<file path="config.mk">
export PLATFORM = sky130hd
export DESIGN_NAME = pipe_hold_ctrl
export DESIGN_NICKNAME = d
export VERILOG_FILES = /design/src/rtl/pipe_hold_ctrl.sv
export SDC_FILE = /design/constraint.sdc
export NUM_CORES = 1
export LEC_CHECK = 0
export BUFFER_PORTS_ARGS = -buffer_cell sky130_fd_sc_hd__buf_4
export CAP_MARGIN = 15
export CORE_ASPECT_RATIO = 1.5
export CORE_UTILIZATION = 48
export DETAILED_ROUTE_END_ITERATION = 16
export PLACE_DENSITY = 0.86
export SLEW_MARGIN = 20
export SYNTH_ARGS = -nofsm -noshare
export SYNTH_HDL_FRONTEND = slang
export SYNTH_SLANG_ARGS = --single-unit
</file>
<file path="constraint.sdc">
create_clock -name clk -period 2.9 [get_ports clk]
set_clock_uncertainty 0.15 [all_clocks]
set_input_delay 0.58 -clock clk [delete_from_list [all_inputs] [get_ports clk]]
set_output_delay 0.58 -clock clk [all_outputs]
set_load 0.005 [all_outputs]
</file>
<file path="src/rtl/pipe_hold_ctrl.sv">
// Pipeline hold/flush arbiter: jump > irq freeze > EX busy; outputs are zero-latency, combinational from state and inputs.
// No backpressure of its own: it produces the hold/flush flags and exports a saturating count of held cycles.
module pipe_hold_ctrl #(
  parameter int AddrWidth   = 32,
  parameter int FlushCycles = 1,
  parameter int CntWidth    = 32
) (
  input  logic                 clk,
  input  logic                 rst,
  input  logic                 jump_flag_i,
  input  logic [AddrWidth-1:0] jump_addr_i,
  input  logic                 ex_hold_i,
  input  logic                 irq_hold_i,
  output logic                 hold_pc_o,
  output logic                 flush_if_id_o,
  output logic                 flush_id_ex_o,
  output logic                 jump_flag_o,
  output logic [AddrWidth-1:0] jump_addr_o,
  output logic [CntWidth-1:0]  stall_cnt_o
);

  typedef enum logic [1:0] {
    RUN   = 2'd0,
    FLUSH = 2'd1,
    STALL = 2'd2
  } state_t;

  localparam logic [3:0] FcntLoad   = 4'(FlushCycles - 1);
  localparam bit         MultiFlush = (FlushCycles > 1);

  state_t     state, state_n;
  logic [3:0] fcnt, fcnt_n;
  logic       stall_req;
  logic       any_hold;

  assign stall_req = irq_hold_i | ex_hold_i;
  assign any_hold  = hold_pc_o | flush_if_id_o | flush_id_ex_o;

  always_ff @(posedge clk) begin
    if (!rst) begin
      state       <= RUN;
      fcnt        <= 4'd0;
      stall_cnt_o <= '0;
    end else begin
      state <= state_n;
      fcnt  <= fcnt_n;
      if (any_hold && (stall_cnt_o != {CntWidth{1'b1}})) begin
        stall_cnt_o <= stall_cnt_o + 1'b1;
      end
    end
  end

  always_comb begin
    state_n       = state;
    fcnt_n        = fcnt;
    hold_pc_o     = 1'b0;
    flush_if_id_o = 1'b0;
    flush_id_ex_o = 1'b0;
    jump_flag_o   = 1'b0;
    jump_addr_o   = '0;

    if (!rst) begin
      state_n = RUN;
      fcnt_n  = 4'd0;
    end else if (jump_flag_i) begin
      // A redirect wins from every state and restarts the bubble window.
      jump_flag_o   = 1'b1;
      jump_addr_o   = jump_addr_i;
      flush_if_id_o = 1'b1;
      flush_id_ex_o = 1'b1;
      if (MultiFlush) begin
        state_n = FLUSH;
        fcnt_n  = FcntLoad;
      end else begin
        state_n = RUN;
        fcnt_n  = 4'd0;
      end
    end else begin
      case (state)
        RUN: begin
          if (stall_req) begin
            hold_pc_o     = 1'b1;
            flush_if_id_o = 1'b1;
            flush_id_ex_o = 1'b1;
            state_n       = STALL;
          end
        end
        FLUSH: begin
          flush_if_id_o = 1'b1;
          flush_id_ex_o = 1'b1;
          fcnt_n        = fcnt - 4'd1;
          if (fcnt == 4'd1) begin
            state_n = RUN;
          end
        end
        STALL: begin
          // Release is immediate: the cycle the request drops is already unheld.
          if (stall_req) begin
            hold_pc_o     = 1'b1;
            flush_if_id_o = 1'b1;
            flush_id_ex_o = 1'b1;
          end else begin
            state_n = RUN;
          end
        end
        default: begin
          state_n = RUN;
          fcnt_n  = 4'd0;
        end
      endcase
    end
  end

endmodule

</file>
==> reports/metrics.cfg <==
[outcome]
status=complete, no violations

[sta]
hold_violations=0
fmax_ghz=0.459
setup_ws_ps=720
finalSetupViolCount=0
min_period_over_period=0.752
rsz0062_at_grt=false
slew_viol_final=0
worst_pin_slew_ps=524
hold_ws_ps=342
timing.final.crit_period_ps=2180
slew_headroom=0.649
tns_ps=0

[layout]
layout_commonest_cell=buf_4
drive_gt1_frac=0.380
layout.cells.non_filler=375
largestRegisters=stall_cnt_o (32)
largest_register_ffs=32
num_antenna_cells=0
num-nets-final=370
post-route-util=0.743
top_register=stall_cnt_o
area_growth_syn_to_layout_pct=45.5
final_cell_mix=106 x buf_4, 34 x and3_1, 32 x dfxtp_1
final_area_mm2=0.00276

[worst_setup_path]
endpoint=stall_cnt_o[13]
timing.rr.start=stall_cnt_o[6]
r2r-end=stall_cnt_o[13]
slowest_stage=a31o_2
crit_fanout=27
cp-end-kind=register
cp_cell_sequence=nand3_1 -> nor4_4 -> a31o_2 -> o21ai_0 -> a21oi_1
slowest_delay_ps=500
cp.required_ps=2960
startpoint=stall_cnt_o[6]
path_class=register to register
r2r_slack_ps=720
cp.arrival_ps=2240
reg2reg_depth=5
cp-start-kind=register

[drt]
vias=2208
wirelength_um=5470
drc=0
postRouteAntennaNets=0
dr.pass1.iters=5
wl_per_cell_um=14.6
drtIter0Drc=47
viasPerCell=5.89

[global_route]
gr-usage-all-layers=0.265
grt_overflow=0
grt_antenna_before_repair=0
grt_max_degree=44
grt_pass1_vias=1929
grt_pass1_wl_um=8330

[clocking]
cts-htree-levels=2
root_buffer=clkbuf_8
numCtsBuffers=5
cts_tree=done
clkLatencyLatePin_ps=290
hold_buffers=0
cts_sinks=32
cts.clk_slew.worst_paths_ps=70
clockBufferDepth=2
post_cts_buffers=0
cts_resized=0

[place]
dp_cells=368
gp_congestion=0.816
pre_cts_slack_ps=468
dpl-instance-area_mm2=0.00267
port_buffers=104
place_hpwl_um=4080

[yosys]
syn-cell-area_mm2=0.00190
yosys.area.top_type=dfxtp_1
yosys_register_bits=32
avgSynthCellArea_um2=8.08
synth-edff-count=0
synth.top_cell.area_share=0.338
ys_async_sr_fraction=0
yosys_warnings=0
syn-instance-count=235
ys.flop_type=dfxtp_1
synthTopCellsByArea=dfxtp_1 34%, and3_1 11%, a21oi_1 5.0%, or3_1 4.9%, o21ai_0 4.7%
synthDistinctLibCells=37
ys_seq_area_frac=0.338
syn_nets=273

[job]
drv_cap=0

[die]
core_mm2=0.00372
die_w_um=53.3
num_rows=27
start_util=0.511
die_h_um=79.0
io-pin-count=105
die_area_mm2=0.00422

[power]
peakVddDrop_uv=293
power.density_mw_per_mm2=348
leakage_nw=1.28
finalPower_mw=0.961

[min_path]
hold_start=stall_cnt_o[4]
hold_class=register to register

-- routing by layer --
layer	global-route usage	vias to the layer above	wire, um
met5	0	-	0
met4	0.105	0	78
met3	0.0690	6	447
met2	0.463	114	2850
met1	0.290	1025	2090
li1	-	1063	-
-- worst min-delay path by stage --
stage,to,depth (start not counted)
after floorplan,stall_cnt_o[4],1
after global placement,stall_cnt_o[4],1
after detailed placement,stall_cnt_o[4],1
after CTS,stall_cnt_o[4],1
after global routing,stall_cnt_o[4],1
final,stall_cnt_o[4],1
-- cell families (layout without fill, tap and decap cells) --
kind of cell,after synthesis,in the layout,share of synthesized area
muxes,5,5,0.0264
adders and majority gates,1,1,0.00659
AOI/OAI and AO/OA,49,49,0.163
DFF,32,32,0.338
xor gates and xnor gates,4,4,0.0185
and+or+nand+nor,122,122,0.392
buffers and inverters,22,119,0.0554
-- report_power, final --
group          leakage, nW  internal (mW)  switching [mW]  total, mW
clock               0.0503          0.211           0.167      0.379
combinational        0.969         0.0791          0.0499      0.129
sequential           0.258          0.445         0.00816      0.453
total                 1.28          0.736           0.225      0.961
-- critical path: cells and delay by family, from the launching register on --
kind | cells | cell delay [ps]
AO/OA/AOI/OAI | 3 | 820
flip-flops | 1 | 480
AND/OR/NAND/NOR | 2 | 650
-- final cells by class --
cell class | count | area [um2]
Tap cell | 43 | 53.8
Clock buffer | 7 | 96.3
Timing Repair Buffer | 106 | 796
Sequential cell | 32 | 641
Inverter | 6 | 22.5
Fill cell | 302 | 955
Multi-Input combinational cell | 181 | 1150
-- cell usage after synthesis (5+ instances only) --
cell type	instances
nand2_1	20
nor2_1	8
nand4_1	10
or3_1	15
o21ai_0	18
dfxtp_1	32
inv_1	6
mux2i_1	5
clkbuf_1	9
a21oi_1	19
nand3_1	11
and3_1	34
No activity file was read; power rests on OpenSTA's default activity.
